### src/rtl/seg7_scan_driver.sv
// Six-digit multiplexed 7-segment driver for an hh.mm.ss clock.
// Snapshots the BCD digits once per frame and scans one digit per REFRESH_DIV cycles.
module seg7_scan_driver #(
  parameter int REFRESH_DIV  = 1000,
  parameter int BLANK_CYC    = 4,
  parameter int COMMON_ANODE = 1
) (
  input  logic       clk,
  input  logic       rst,
  input  logic [3:0] sec_ones,
  input  logic [3:0] sec_tens,
  input  logic [3:0] min_ones,
  input  logic [3:0] min_tens,
  input  logic [3:0] hr_ones,
  input  logic [3:0] hr_tens,
  input  logic       blank_lz,
  output logic [5:0] an,
  output logic [6:0] seg,
  output logic       dp,
  output logic       frame_start
);

  localparam int            PW    = $clog2(REFRESH_DIV);
  localparam logic [PW-1:0] LAST  = PW'(REFRESH_DIV - 1);
  localparam logic [PW-1:0] BLANK = PW'(BLANK_CYC);
  localparam logic          INV   = (COMMON_ANODE != 0);

  logic [PW-1:0]   presc;
  logic [2:0]      idx;
  logic [5:0][3:0] snap;
  logic            load_pending;
  logic            cap_q;
  logic            tick, capture;
  logic [3:0]      cur;
  logic [5:0]      an_ah;
  logic [6:0]      seg_ah;
  logic            dp_ah;
  logic            in_blank, lz_hide;

  function automatic logic [6:0] dec7(input logic [3:0] v);
    case (v)
      4'd0:    dec7 = 7'b0111111;
      4'd1:    dec7 = 7'b0000110;
      4'd2:    dec7 = 7'b1011011;
      4'd3:    dec7 = 7'b1001111;
      4'd4:    dec7 = 7'b1100110;
      4'd5:    dec7 = 7'b1101101;
      4'd6:    dec7 = 7'b1111101;
      4'd7:    dec7 = 7'b0000111;
      4'd8:    dec7 = 7'b1111111;
      4'd9:    dec7 = 7'b1101111;
      default: dec7 = 7'b0000000;
    endcase
  endfunction

  assign tick    = (presc == LAST);
  assign capture = load_pending | (tick & (idx == 3'd5));

  always_comb begin
    cur = 4'd0;
    case (idx)
      3'd0:    cur = snap[0];
      3'd1:    cur = snap[1];
      3'd2:    cur = snap[2];
      3'd3:    cur = snap[3];
      3'd4:    cur = snap[4];
      3'd5:    cur = snap[5];
      default: cur = 4'd0;
    endcase
    in_blank = (presc < BLANK);
    // blank_lz is live so the user can toggle it without waiting a frame
    lz_hide  = blank_lz & (idx == 3'd5) & (snap[5] == 4'd0);
    an_ah    = (in_blank | lz_hide) ? 6'd0 : (6'd1 << idx);
    seg_ah   = dec7(cur);
    dp_ah    = ~in_blank & ((idx == 3'd2) | (idx == 3'd4));
  end

  always_ff @(posedge clk or negedge rst) begin
    if (!rst) begin
      presc        <= '0;
      idx          <= 3'd0;
      snap         <= '0;
      load_pending <= 1'b1;
      cap_q        <= 1'b0;
      frame_start  <= 1'b0;
      an           <= {6{INV}};
      seg          <= {7{INV}};
      dp           <= INV;
    end else begin
      // frame_start rides one stage behind capture so it lines up with
      // index 0 reaching the registered outputs
      cap_q       <= capture;
      frame_start <= cap_q;
      if (capture) begin
        snap         <= {hr_tens, hr_ones, min_tens, min_ones, sec_tens, sec_ones};
        load_pending <= 1'b0;
      end
      if (load_pending) begin
        presc <= '0;
        idx   <= 3'd0;
      end else if (tick) begin
        presc <= '0;
        idx   <= (idx == 3'd5) ? 3'd0 : idx + 3'd1;
      end else begin
        presc <= presc + 1'b1;
      end
      an  <= an_ah  ^ {6{INV}};
      seg <= seg_ah ^ {7{INV}};
      dp  <= dp_ah  ^ INV;
    end
  end

endmodule

### config.mk
export PLATFORM = sky130hd
export DESIGN_NAME = seg7_scan_driver
export DESIGN_NICKNAME = d
export VERILOG_FILES = /design/src/rtl/seg7_scan_driver.sv
export SDC_FILE = /design/constraint.sdc
export NUM_CORES = 1
export LEC_CHECK = 0
export CAP_MARGIN = 10
export CORE_MARGIN = 2
export CORE_UTILIZATION = 30
export CTS_CLUSTER_SIZE = 16
export DETAILED_ROUTE_END_ITERATION = 8
export GPL_ROUTABILITY_DRIVEN = 0
export PLACE_DENSITY = 0.53
export SLEW_MARGIN = 20
export SYNTH_ARGS = -nofsm -noshare
export SYNTH_HDL_FRONTEND = slang
export SYNTH_SLANG_ARGS = --single-unit
### constraint.sdc
create_clock -name clk -period 2.9 [get_ports clk]
set_clock_uncertainty 0.1 [all_clocks]
set_input_delay 0.435 -clock clk [delete_from_list [all_inputs] [get_ports clk]]
set_output_delay 0.435 -clock clk [all_outputs]
set_load 0.02 [all_outputs]
==> results.json <==
{
  "critPathLaunchType": "flop",
  "multi_input_area_um2": 1140,
  "p_switching_mw": 0.391,
  "via_per_inst": 4.62,
  "path_cells": "and2_1 > ha_1 > a221oi_1 > inv_1 > ha_1 > mux2i_1 > a2bb2oi_1",
  "tritoncts": "yes",
  "clk_pin_slew_worst_paths_ns": 0.10,
  "worst_slack_ns": 0.382,
  "io_buffers": 41,
  "synthCells": 202,
  "crit_family": "compound AO/OA/AOI/OAI gates",
  "rows": 33,
  "cts_setup_buffers": 0,
  "cp_max_fo": 12,
  "cp.required_ns": 3.02,
  "p_sw_share_pct": 25.5,
  "drt.antenna.violating_nets": 0,
  "grt_pass1_vias": 1564,
  "clk_path_buf_depth": 2,
  "final_common_cell": "clkdlybuf4s50_1",
  "p_leak_nw": 1.32,
  "fin_setup_tns_ns": 0,
  "drive_above_1_share_pct": 25.2,
  "synthesis.area_um2": 2590,
  "ys_seq_elements": 54,
  "io_pins": 42,
  "maxSlewHeadroom_pct": 39.1,
  "ff_latch_area_um2": 1370,
  "p_int_mw": 1.14,
  "finalCritPeriodShare_pct": 86.8,
  "fillers": 812,
  "drv_slew": 0,
  "die_area_um2": 9410,
  "ys_types": 45,
  "drv_cap": 0,
  "firstDrtPassIters": 4,
  "die_h_um": 97.0,
  "cts_sinks": 54,
  "worstHoldPathType": "in -> async",
  "cp_slowest_cell": "a221oi_1",
  "wire_per_inst_um": 13.3,
  "mostFrequentLayoutCells": "40 x clkdlybuf4s50_1, 39 x dfrtp_1, 19 x mux2_4",
  "cts_buffers": 5,
  "rsz0062_at_grt": "no",
  "drt_iter0_drc": 65,
  "cp_common_cell": "ha_1",
  "cts_root_buf": "clkbuf_8",
  "antenna_found_initial": 0,
  "clkPwrFrac_pct": 27.1,
  "yosys_warnings": 0,
  "fmax_mhz": 397,
  "cts_resized": 0,
  "synth_edf_count": 0,
  "clock_latency_ns": 0.31,
  "crit_type": "reg -> reg",
  "dp_hpwl_um": 3510,
  "worstMarginPinSlew_ns": 0.913,
  "p_per_area_nw_per_um2": 481,
  "fp.dieW_um": 97.0,
  "core_um2": 8300,
  "synth_ff_type": "dfrtp_1",
  "grt_pass1_wl_um": 7910,
  "path_buf_inv": 1,
  "vias": 1622,
  "place_ws_ns": 0.372,
  "yosys.area.top_type": "dfrtp_1",
  "h-tree-depth": 2,
  "status": "finished, final reports clean",
  "vdd_ir_drop_max_v": 0.000209,
  "syn-num-nets": 236,
  "synth_top_area_share_pct": 37.6,
  "overflow": 0,
  "synth.area.top_cells": "dfrtp_1 38%, dfstp_2 15%, mux2_4 11%, ha_1 3.4%, mux2i_1 3.1%",
  "cp_data_arrival_time_ns": 2.64,
  "seq_power_share_pct": 56.0,
  "power_frac_comb_pct": 16.9,
  "cts_hold_buf": 0,
  "endpoint_kind": "flop",
  "area_delta_synth_final_pct": 22.8,
  "ys_seq_area_share_pct": 52.8,
  "async_reset_ff_share_pct": 100,
  "fin_nets": 279,
  "syn_area_per_cell_um2": 12.8,
  "drc": 0,
  "track_usage_pct": 10.3,
  "wirelength_um": 4680,
  "setup_violations": 0,
  "start_util_pct": 31.3,
  "hold_violations": 0,
  "critPathMaxStageDelay_ns": 0.61,
  "period_minus_slack_ns": 2.52,
  "diodes": 0,
  "grt_max_degree": 42
}
-- worst paths after layout --
check                                    from                    end  slack, ns  depth (start not counted)
hold / removal                            rst   snap[11]$_DFFE_PN0P_       0.16                          1
max in group asynchronous                 rst           dp$_DFF_PN1_       1.76                          2
setup / recovery           idx[0]$_DFFE_PN0P_       seg[0]$_DFF_PN1_       0.38                          7
setup reg to reg           idx[0]$_DFFE_PN0P_       seg[0]$_DFF_PN1_       0.38                          7
min in group clk              cap_q$_DFF_PN0_  frame_start$_DFF_PN0_       0.26                          0
hold reg to reg               cap_q$_DFF_PN0_  frame_start$_DFF_PN0_       0.26                          0
-- Yosys cell counts (2+ instances only) --
library cell and n:
buf_2 4, a21oi_1 8, a22oi_1 2, and2_1 2
buf_6 3, o21ai_0 3, nand3_1 5, nand3b_1 2
mux2i_1 8, nand2_1 11, nor2_1 11, nor4_1 3
and3_1 4, inv_1 6, or3_1 2, dfrtp_1 39
nand2b_1 4, mux2_4 19, o22ai_1 3, ha_1 7
nor3_1 5, a2bb2oi_1 3, xor2_1 3, dfstp_2 15
xnor2_1 4, mux2_2 7
-- power groups by stage --
stage / clock [mW] / sequential, mW / combinational, mW
final: 0.415 / 0.857 / 0.259
after global routing: 0.469 / 0.866 / 0.280
after CTS: 0.440 / 0.859 / 0.264
after detailed placement: 0 / 0.873 / 0.264
after global placement: 0 / 0.873 / 0.262
after floorplan: 0 / 0.886 / 0.134
-- sequential cells by signal, indices dropped and copies added, names as in the netlist --
name,flops
cap_q,1
idx,3
snap,24
seg,7
frame_start,1
dp,1
load_pending,1
presc,10
an,6
-- per-layer routing --
metal	track usage, %	wire length [µm]
met1	14.7	2430
met3	2.67	212
met2	14.9	1960
met5	0	0
met4	3.90	77
-- cells by family after synthesis --
| group | synth area share [%] |
|---|---|
| AO/OA/AOI/OAI | 7.77 |
| XOR/XNOR | 2.36 |
| adder cells (fa/ha/maj) | 3.38 |
| buffers and inverters | 3.09 |
| flip-flops | 52.8 |
| multiplexers | 17.1 |
| other | 0.145 |
| AND/OR/NAND/NOR | 13.3 |
-- worst register-to-register path, cell delays in order (launching register included) --
cell and delay, ns:
dfrtp_1 0.54, and2_1 0.24, ha_1 0.25, a221oi_1 0.61
inv_1 0.14, ha_1 0.23, mux2i_1 0.22, a2bb2oi_1 0.10
-- per-stage QoR --
stage               hold slack (ns)  util (%)  power (mW)  instance area, µm²  cells
global route                  0.228      38.4        1.62                3190    351
detailed placement            0.236      37.3        1.14                3100    343
finish                        0.161      38.4        1.53                3190    351
CTS                           0.201      38.4        1.56                3190    351
floorplan                    0.0394         -        1.02                2590    202
global placement              0.234      37.3        1.13                3100    343
-- cell type report --
class	instances	share of cell area (%)
flip-flops and latches	54	43.0
multi-input cells	134	35.9
repair buffers	44	13.4
well taps	105	4.12
clock buffers	5	2.16
inverters	6	0.707
clock inverters	3	0.668
Power figures use the tool's default switching activity.
